--- src/rtl/combo_lock_param_if.sv ---
// Bus between the debounced switch inputs, the combination lock and the display driver.
interface combo_lock_param_if;
    logic        enter;
    logic [3:0]  digit;
    logic        clear;
    logic        prog;
    logic [2:0]  mode;
    logic [3:0]  digit_idx;
    logic [3:0]  fail_cnt;
    logic        bad_digit;
    logic [15:0] lock_left;

    modport master (
        output enter, digit, clear, prog,
        input  mode, digit_idx, fail_cnt, bad_digit, lock_left
    );

    modport slave (
        input  enter, digit, clear, prog,
        output mode, digit_idx, fail_cnt, bad_digit, lock_left
    );
endinterface

--- src/rtl/combo_lock_param.sv ---
// Parametrised combination lock with failed-attempt lockout.
// Optional run-time code programming is enabled by defining PROGRAM_CODE_EN.
module combo_lock_param #(
    parameter int unsigned CODE_LEN    = 6,
    parameter logic [59:0] CODE        = 60'h722297,
    parameter int unsigned MAX_FAILS   = 3,
    parameter int unsigned LOCK_CYCLES = 16
) (
    input  logic                clk,
    input  logic                reset,
    combo_lock_param_if.slave   bus
);

    localparam int unsigned    CW        = 4 * CODE_LEN;
    localparam logic [CW-1:0]  CODE_INIT = CODE[CW-1:0];
    localparam logic [3:0]     LAST_IDX  = 4'(CODE_LEN - 1);
    localparam logic [3:0]     FAIL_MAX  = 4'(MAX_FAILS);
    localparam logic [15:0]    LOCK_INIT = 16'(LOCK_CYCLES);
    localparam logic [7:0]     SH_TOP    = 8'(4 * (CODE_LEN - 1));

    typedef enum logic [2:0] {
        ST_ENTRY   = 3'd0,
        ST_OPEN    = 3'd1,
        ST_CLOSED  = 3'd2,
        ST_LOCKOUT = 3'd3,
        ST_PROGRAM = 3'd4
    } state_e;

    state_e         state_q, state_d;
    logic [3:0]     idx_q, idx_d;
    logic [3:0]     fail_q, fail_d;
    logic [15:0]    lock_q, lock_d;
    logic           mism_q, mism_d;
    logic           bad;
    logic           mism_n;
    logic [7:0]     digit_sh;
    logic [3:0]     code_digit;
    logic [CW-1:0]  code_cur;

    assign bad           = bus.digit > 4'd9;
    assign bus.bad_digit = bad;

    // Digit 0 sits in the most significant nibble of the code word.
    assign digit_sh   = SH_TOP - {2'b00, idx_q, 2'b00};
    assign code_digit = 4'(code_cur >> digit_sh);
    assign mism_n     = mism_q | bad | (bus.digit != code_digit);

`ifdef PROGRAM_CODE_EN
    logic [CW-1:0] code_q, code_d;
    logic [CW-1:0] shadow_q, shadow_d;
    logic [CW-1:0] shadow_wr;

    assign code_cur  = code_q;
    assign shadow_wr = (shadow_q & ~(CW'(4'hF) << digit_sh)) | (CW'(bus.digit) << digit_sh);
`else
    logic unused_prog;

    assign code_cur    = CODE_INIT;
    assign unused_prog = bus.prog;
`endif

    always_ff @(posedge clk) begin
        if (reset) begin
            state_q  <= ST_ENTRY;
            idx_q    <= '0;
            fail_q   <= '0;
            lock_q   <= '0;
            mism_q   <= 1'b0;
`ifdef PROGRAM_CODE_EN
            code_q   <= CODE_INIT;
            shadow_q <= '0;
`endif
        end else begin
            state_q  <= state_d;
            idx_q    <= idx_d;
            fail_q   <= fail_d;
            lock_q   <= lock_d;
            mism_q   <= mism_d;
`ifdef PROGRAM_CODE_EN
            code_q   <= code_d;
            shadow_q <= shadow_d;
`endif
        end
    end

    always_comb begin
        state_d  = state_q;
        idx_d    = idx_q;
        fail_d   = fail_q;
        lock_d   = lock_q;
        mism_d   = mism_q;
`ifdef PROGRAM_CODE_EN
        code_d   = code_q;
        shadow_d = shadow_q;
`endif
        unique case (state_q)
            ST_ENTRY: begin
                if (bus.clear) begin
                    idx_d  = '0;
                    mism_d = 1'b0;
                end else if (bus.enter) begin
                    if (idx_q == LAST_IDX) begin
                        // Verdict only after the final digit; no early reject.
                        idx_d  = '0;
                        mism_d = 1'b0;
                        if (!mism_n) begin
                            state_d = ST_OPEN;
                            fail_d  = '0;
                        end else if (({1'b0, fail_q} + 5'd1) < {1'b0, FAIL_MAX}) begin
                            state_d = ST_CLOSED;
                            fail_d  = fail_q + 4'd1;
                        end else begin
                            state_d = ST_LOCKOUT;
                            fail_d  = FAIL_MAX;
                            lock_d  = LOCK_INIT;
                        end
                    end else begin
                        idx_d  = idx_q + 4'd1;
                        mism_d = mism_n;
                    end
                end
            end
            ST_OPEN: begin
                if (bus.clear) begin
                    state_d = ST_ENTRY;
                    idx_d   = '0;
                end
`ifdef PROGRAM_CODE_EN
                else if (bus.prog) begin
                    state_d = ST_PROGRAM;
                    idx_d   = '0;
                end
`endif
            end
            ST_CLOSED: begin
                if (bus.clear) begin
                    state_d = ST_ENTRY;
                    idx_d   = '0;
                end
            end
            ST_LOCKOUT: begin
                if (lock_q <= 16'd1) begin
                    state_d = ST_ENTRY;
                    lock_d  = '0;
                    fail_d  = '0;
                end else begin
                    lock_d = lock_q - 16'd1;
                end
            end
`ifdef PROGRAM_CODE_EN
            ST_PROGRAM: begin
                // Abort on clear or an invalid digit leaves the stored code untouched.
                if (bus.clear || (bus.enter && bad)) begin
                    state_d = ST_OPEN;
                    idx_d   = '0;
                end else if (bus.enter) begin
                    shadow_d = shadow_wr;
                    if (idx_q == LAST_IDX) begin
                        code_d  = shadow_wr;
                        state_d = ST_OPEN;
                        idx_d   = '0;
                    end else begin
                        idx_d = idx_q + 4'd1;
                    end
                end
            end
`endif
            default: begin
                state_d = ST_ENTRY;
                idx_d   = '0;
                mism_d  = 1'b0;
                lock_d  = '0;
            end
        endcase
    end

    assign bus.mode      = state_q;
    assign bus.digit_idx = idx_q;
    assign bus.fail_cnt  = fail_q;
    assign bus.lock_left = lock_q;

endmodule
--- src/flat_wrapper.sv ---
// flat-port wrapper written by rule: the top's interface ports become plain ports
module combo_lock_param_flat 
#(
    parameter int unsigned CODE_LEN    = 6,
    parameter logic [59:0] CODE        = 60'h722297,
    parameter int unsigned MAX_FAILS   = 3,
    parameter int unsigned LOCK_CYCLES = 16
)
  (clk, reset, bus_enter, bus_digit, bus_clear, bus_prog, bus_mode, bus_digit_idx, bus_fail_cnt, bus_bad_digit, bus_lock_left);
  combo_lock_param_if bus_i ();
  input  logic clk;
  input  logic reset;
  input wire logic [$bits(bus_i.enter)-1:0] bus_enter;
  input wire logic [$bits(bus_i.digit)-1:0] bus_digit;
  input wire logic [$bits(bus_i.clear)-1:0] bus_clear;
  input wire logic [$bits(bus_i.prog)-1:0] bus_prog;
  output wire logic [$bits(bus_i.mode)-1:0] bus_mode;
  output wire logic [$bits(bus_i.digit_idx)-1:0] bus_digit_idx;
  output wire logic [$bits(bus_i.fail_cnt)-1:0] bus_fail_cnt;
  output wire logic [$bits(bus_i.bad_digit)-1:0] bus_bad_digit;
  output wire logic [$bits(bus_i.lock_left)-1:0] bus_lock_left;
  assign bus_i.enter = bus_enter;
  assign bus_i.digit = bus_digit;
  assign bus_i.clear = bus_clear;
  assign bus_i.prog = bus_prog;
  assign bus_mode = bus_i.mode;
  assign bus_digit_idx = bus_i.digit_idx;
  assign bus_fail_cnt = bus_i.fail_cnt;
  assign bus_bad_digit = bus_i.bad_digit;
  assign bus_lock_left = bus_i.lock_left;
  combo_lock_param #(.CODE_LEN(CODE_LEN), .CODE(CODE), .MAX_FAILS(MAX_FAILS), .LOCK_CYCLES(LOCK_CYCLES)) u_core (.clk(clk), .reset(reset), .bus(bus_i));
endmodule
--- config.mk ---
export PLATFORM = sky130hd
export DESIGN_NAME = combo_lock_param_flat
export DESIGN_NICKNAME = d
export VERILOG_FILES = /design/src/rtl/combo_lock_param_if.sv /design/src/rtl/combo_lock_param.sv /design/src/flat_wrapper.sv
export SDC_FILE = /design/constraint.sdc
export NUM_CORES = 1
export LEC_CHECK = 0
export CAP_MARGIN = 20
export CORE_MARGIN = 2
export CORE_UTILIZATION = 49
export CTS_CLUSTER_SIZE = 30
export DETAILED_ROUTE_END_ITERATION = 8
export GPL_ROUTABILITY_DRIVEN = 1
export PLACE_DENSITY = 0.77
export SLEW_MARGIN = 20
export SYNTH_ARGS = -nofsm -noshare
export SYNTH_HDL_FRONTEND = slang
export SYNTH_SLANG_ARGS = --single-unit
export TNS_END_PERCENT = 20
--- constraint.sdc ---
create_clock -name clk -period 6.6 [get_ports clk]
set_input_delay 1.32 -clock clk [delete_from_list [all_inputs] [get_ports clk]]
set_output_delay 1.32 -clock clk [all_outputs]
set_load 0.01 [all_outputs]
Word-level counts from Yosys, hierarchy flattened
Index checks and enable logic that the tools add are counted.
{"block": "word_totals", "ff_bits": 28, "out_inout_bits": 28, "word_cells": 72}
{"block": "op_classes", "add_sub_neg": 5, "n_lt_le_gt_ge": 3, "eq_ne": 13, "n_shift": 1, "muxes": 31, "bitwise_logic": 5, "reduce_logical": 9}
{"operator": "two-way mux 16 bit", "count": 6}
{"operator": "case mux 16 bit (3 select lines)", "count": 1}
{"operator": "two-way mux 4 bit", "count": 10}
{"operator": "right shift 23 x 8 -> 4 bit, first input constant", "count": 1}
{"operator": "two-way mux 3 bit", "count": 6}
{"operator": "less-or-equal comparator 16 x 1 -> 1 bit, second input constant", "count": 1}
{"operator": "subtractor 16 x 1 -> 16 bit, second input constant", "count": 1}
{"operator": "case mux 4 bit (3 select lines)", "count": 1}
{"operator": "AND reduction 5 bit", "count": 2}
{"operator": "case mux 3 bit (3 select lines)", "count": 1}
{"operator": "adder 4 x 1 -> 4 bit, second input constant", "count": 2}
{"operator": "!= test 2 x 1 -> 1 bit, second input constant", "count": 4}
{"operator": "case mux 4 bit (2 select lines)", "count": 1}
{"operator": "subtractor 5 x 6 -> 7 bit, first input constant", "count": 1}
{"operator": "== test 3 x 2 -> 1 bit, second input constant", "count": 2}
{"operator": "!= test 2 bit, second input constant", "count": 3}
{"operator": "AND reduction 6 bit", "count": 1}
{"operator": "adder 4 x 1 -> 5 bit, second input constant", "count": 1}
{"operator": "less-than comparator 5 x 2 -> 1 bit, second input constant", "count": 1}
{"operator": "== test 4 x 3 -> 1 bit, second input constant", "count": 1}
{"operator": "greater-than comparator 4 bit, second input constant", "count": 1}
{"operator": "two-way mux 1 bit", "count": 4}
{"operator": "!= test 4 bit", "count": 1}
{"operator": "== test 3 x 1 -> 1 bit, second input constant", "count": 1}
{"operator": "10 further kinds", "count": 13}

Logic depth before layout (Yosys ltp)
Gate-level depths: netlist of run 1.
{"block": "depth", "depth_word": 9, "mapped_depth": 9}

Worst setup path before layout of run 1
OpenSTA, ideal clock, no wires.
{"block": "synth_timing", "path_type": "input-to-output", "start": "input bus_digit[2]", "end": "output bus_bad_digit", "t_arrival_ns": 1.534, "required_time_ns": 5.280, "setup_slack_ns": 3.746, "stages": 1, "path_buffers": 0, "path_cell_list": "o21a_1"}
{"block": "synth_via", "elab_chain_cells": 1}
{"item": "from (decl)", "line_no": "flat_wrapper.sv:14", "text": "input wire logic [$bits(bus_i.digit)-1:0] bus_digit;"}
{"item": "greater-than comparator 4 bit", "line_no": "combo_lock_param.sv:40", "text": "assign bad = bus.digit > 4'd9;"}
{"item": "to (decl)", "line_no": "flat_wrapper.sv:20", "text": "output wire logic [$bits(bus_i.bad_digit)-1:0] bus_bad_digit;"}
No other way between the ends.

Final worst setup path of run 1
{"block": "layout_timing", "start": "input bus_digit[1]", "end": "output bus_bad_digit"}
Same word-level chain as after synthesis.

==> results.txt, run 1 <==
Crit-path max FO: 7
Clock tree buffer depth: 2
Drt wl/cell: 14.1 µm
Most common cell after layout, fill and taps aside: clkdlybuf4s50_1
Detailed Route WL: 4.24 mm
Sequential share of the synthesized area: 0.307
Most frequent cells in the layout: clkdlybuf4s50_1 (34), dfxtp_1 (27), nand2_1 (23)
Cells after Synth: 226
Yosys top cell by area: dfxtp_1
Slowest cell on crit path: clkdlybuf4s50_1
Data arrival, critical path: 2.66 ns
CTS-repair resized insts: 0
Worst Hold Class: reg -> reg
Slew @ Worst Pin: 0.724 ns
First-pass GRT wire length: 7.25 mm
Yosys cell types: 56
Peak VDD IR: 0.0701 mV
Synth async-reset ratio: 0
Row cnt: 21
Die footprint: 0.00408 mm²
Starting density of the core: 0.519
Worst Reg-to-Reg Cells: 7
Vias post-DR: 1797
CTS HTree Levels: 1
RePlAce Congestion: 0.795
Core area: 0.00339 mm²
Clock Latency Late Sink: 0.33 ns
Final Skew: 0.00859 ns
Grt ovf: 0
Final period util: 0.603
Vias per Instance: 5.97
DP HPWL: 2.98 mm
First-pass DRT Iterations: 4
Post-route DRC: 0
Setup_tns: 0 ns
Static leakage: 0.000781 µW
Mapped Nets: 242
Highest Clock Rate: 0.251 GHz
Vias in the first global route: 1467
Slew Viols, Final: 0
Setup violators final: 0
Top Ports: 37
Layout fillers: 324
CTS Buf Count: 3
Power Density: 151 mW/mm²
Slew margin rel.: 0.517
Post-synth top area share: 0.307
Post-CTS repair timing setup buffer count: 0
Min Tclk post-route: 3.98 ns
I/O Buffers: 34
EDFF count, synth: 0
Critical path class: in -> out
Maxcap violations: 0
Area contributors post-synth: dfxtp_1 (31%), a21oi_1 (6.0%), ha_1 (5.0%)
Yosys warns: 0
CP cell instances: clkdlybuf4s50_1, o21a_1, clkdlybuf4s50_1
Post-CTS Hold Fix Bufs: 0
Gr usage total: 0.219
Status: finished clean
Min-Delay Path Depth: 2
Antenna violations before repair: 0
Worst path max stage delay: 0.60 ns
Worst-path clk slew: 0.15 ns
Final number of hold-violating endpoints: 0
Setup WS post-layout: 2.62 ns
CP Launch Type: input pin
Die X: 63.9 µm
Crit end category: output port
Mapped Area: 0.00176 mm²
Most frequent CP cell: clkdlybuf4s50_1
FF+latch area: 541 µm²
Sink Count: 27
ANT cells: 0
Final net count: 272
Layout area overhead: 22.1%
CTS tree: done
Remaining antenna violation count: 0
Share of cells above drive strength 1: 0.0471
DR iter-0 viols: 152
Largest net degree at the start of global routing: 26
Final instance area: 0.00215 mm²
Syn Area/Cell: 7.78 µm²
Post-Place Worst Slack: 2.64 ns
Area of the multi-input gates: 0.00113 mm²
Yosys reg bits: 27
CTS Root Cell: clkbuf_4
DIE HEIGHT: 63.9 µm
Critical Path RT: 5.28 ns
RSZ-0062 raised after global routing: no
Synth Flop Type: dfxtp_1
Placed cell areas: 0.00212 mm²
-- kinds of logic after synthesis --
logic type	after synthesis	share of synthesized area
AO/OA/AOI/OAI	71	0.271
adder cells (fa/ha/maj)	7	0.0498
buffers and inverters	22	0.0520
flip-flops	27	0.307
other	1	0.00213
AND/OR/NAND/NOR	98	0.317
-- sequential cells by signal (all words and copies together) (netlist names) --
register              flops
u_core.bus.lock_left     16
u_core.mism_q             1
u_core.bus.fail_cnt       4
u_core.bus.mode           2
u_core.bus.digit_idx      4
-- power breakdown --
part	switching, µW	total, µW	internal (µW)
clock	51.4	75.2	23.7
sequential	6.20	173	167
combinational	45.3	75.9	30.6
-- Yosys cell counts (2+ instances only) --
cell type and instances:
a221o_1 2, nand2_1 23, a22oi_1 2, and3_1 2, o21ai_0 10, nand3_1 7
ha_1 7, or4_1 3, nor2_1 18, nand4_1 3, buf_4 2, nor3b_1 4
nand4b_1 3, nor4_1 6, or3_1 5, o211ai_1 3, nor4b_1 2, nor3_1 10
clkbuf_1 8, a21o_1 3, o21ai_1 4, inv_1 11, a21oi_1 21, nand2b_1 2
dfxtp_1 27, o21a_1 5, a31oi_1 2, o32ai_1 3
-- layer usage --
| metal | track usage | share of wire |
|---|---|---|
| met5 | 0 | 0 |
| met4 | 0.0571 | 0.011 |
| met3 | 0.0264 | 0.053 |
| met2 | 0.329 | 0.44 |
| met1 | 0.327 | 0.50 |
-- layout make-up --
class | instances | share of cell area
multi-input cells | 177 | 0.524
flip-flops and latches | 27 | 0.252
repair buffers | 36 | 0.166
well taps | 46 | 0.0268
inverters | 11 | 0.0192
clock buffers | 4 | 0.0122
-- stage by stage --
step	hold WS [ns]	total power, µW	cells	util
2_1_floorplan	0.445	228	226	-
3_3_place_gp	0.462	250	297	0.626
3_5_place_dp	0.467	251	297	0.626
4_1_cts	0.486	327	301	0.633
5_1_grt	0.527	344	301	0.633
6_report	0.484	324	301	0.633
-- final timing paths --
check | startpoint | end | slack (ns)
worst max-delay path | bus_digit[1] | bus_bad_digit | 2.62
worst min-delay path | u_core.mism_q | u_core.mism_q | 0.48
worst max register to register | u_core.bus.digit_idx[1] | u_core.bus.lock_left[3] | 3.87
worst min register to register | u_core.mism_q | u_core.mism_q | 0.48
-- critical path: cells and delay by family --
| kind | cells | cell delay, ns |
|---|---|---|
| buffers and inverters | 2 | 1.15 |
| AO/OA/AOI/OAI | 1 | 0.19 |
No activity file was read; power rests on OpenSTA's default activity.
==> run 2, diff against run 1 <==
Clock period 6.6 ns to 4.1 ns, I/O delays scaled along.
==> run 2 against run 1 <==
  * Setup slack lost 1.5 ns
  * Clock skew shrank 0.0066 ns
  * Design area grew 0.17%
  * Register-to-register slack lost 2.5 ns
  * Die area is the same
  * Flip-flop and latch count is the same
  * Sequential power grew 61%
  * Final cell count is the same
  * Clock-buffer cell count shrank 1
  * Largest power group unchanged
==> results.txt, run 2 (same netlist as run 1, synthesis figures left out) <==
Status: finished clean
CTS tree: done
Setup_tns: 0 ns
Crit end category: output port
Power Density: 246 mW/mm²
Slew Viols, Final: 0
RSZ-0062 raised after global routing: no
Slowest cell on crit path: clkdlybuf4s50_1
Slew @ Worst Pin: 0.771 ns
Vias post-DR: 1779
Setup violators final: 0
CP Launch Type: input pin
Final Skew: 0.00200 ns
Crit-path max FO: 7
CTS Root Cell: clkbuf_4
Final net count: 272
Antenna violations before repair: 0
Critical Path RT: 3.28 ns
Row cnt: 21
Layout area overhead: 22.3%
Post-route DRC: 0
Largest register FFs: 16
CTS-repair resized insts: 0
Most common cell after layout, fill and taps aside: clkdlybuf4s50_1
Highest Clock Rate: 0.338 GHz
DP HPWL: 2.96 mm
Grt ovf: 0
DR iter-0 viols: 114
RePlAce Congestion: 0.807
Vias per Instance: 5.91
Die X: 63.9 µm
CTS HTree Levels: 1
First-pass DRT Iterations: 4
Share of cells above drive strength 1: 0.0510
Starting density of the core: 0.519
Remaining antenna violation count: 0
Maxcap violations: 0
Drt wl/cell: 14.0 µm
Final period util: 0.721
Most frequent CP cell: clkdlybuf4s50_1
Vias in the first global route: 1553
Hold slack final: 0.488 ns
Static leakage: 0.000780 µW
Top Ports: 37
Gr usage total: 0.219
Worst Hold Class: reg -> reg
Data arrival, critical path: 2.13 ns
Largest net degree at the start of global routing: 25
Detailed Route WL: 4.21 mm
Post-CTS repair timing setup buffer count: 0
Worst path max stage delay: 0.58 ns
Sink Count: 27
Worst-path clk slew: 0.16 ns
Peak VDD IR: 0.108 mV
Post-CTS Hold Fix Bufs: 0
Min Tclk post-route: 2.95 ns
Slew margin rel.: 0.486
Clock tree buffer depth: 2
Core area: 0.00339 mm²
CP cell instances: clkdlybuf4s50_1, o21a_1, clkdlybuf4s50_1
Most frequent cells in the layout: clkdlybuf4s50_1 (34), dfxtp_1 (27), nand2_1 (23)
I/O Buffers: 34
First-pass GRT wire length: 7.29 mm
Clock Latency Late Sink: 0.35 ns
ANT cells: 0
Critical path class: in -> out
DIE HEIGHT: 63.9 µm
Die footprint: 0.00408 mm²
CTS Buf Count: 3
Final number of hold-violating endpoints: 0
## run 2: where the power goes
part,total (µW),internal [µW],switching [µW]
clock,130,37.6,92.1
combinational,121,49.3,72.2
sequential,278,268,10.0
total,529,355,174
## run 2: critical path, delay by kind of cell
kind                   cells  cell delay, ns
AOI/OAI and AO/OA          1            0.19
buffers and inverters      2            1.13
## run 2: cell type report
cell class | instances | area, µm²
multi-input cells | 177 | 1130
clock buffers | 3 | 22.5
clock inverters | 1 | 7.51
well taps | 46 | 57.6
repair buffers | 36 | 355
fillers | 314 | 1240
flip-flops and latches | 27 | 541
inverters | 11 | 41.3
## run 2: metrics by stage
stage	area [µm²]	total power (µW)	utilization	setup WS, ns	cells
6_report	2150	529	0.635	1.15	301
5_1_grt	2150	556	0.635	1.08	301
4_1_cts	2150	531	0.635	1.15	301
3_5_place_dp	2120	404	0.626	0.891	297
3_3_place_gp	2120	402	0.626	0.897	297
2_1_floorplan	1760	367	-	1.79	226
## run 2: worst paths after layout
check | end | slack [ns] | cells after the start | startpoint
worst max-delay path | bus_bad_digit | 1.15 | 3 | bus_digit[1]
worst min register to register | u_core.mism_q | 0.49 | 2 | u_core.mism_q
worst min-delay path | u_core.mism_q | 0.49 | 2 | u_core.mism_q
worst max register to register | u_core.bus.lock_left[5] | 1.38 | 7 | u_core.bus.digit_idx[1]
## run 2: per-layer routing
| layer | vias to the layer above | track usage | wire [µm] |
|---|---|---|---|
| met5 | - | 0 | 0 |
| met4 | 0 | 0.0734 | 61 |
| met3 | 5 | 0.0158 | 144 |
| met2 | 44 | 0.340 | 1830 |
| met1 | 819 | 0.319 | 2170 |
| li1 | 911 | - | - |
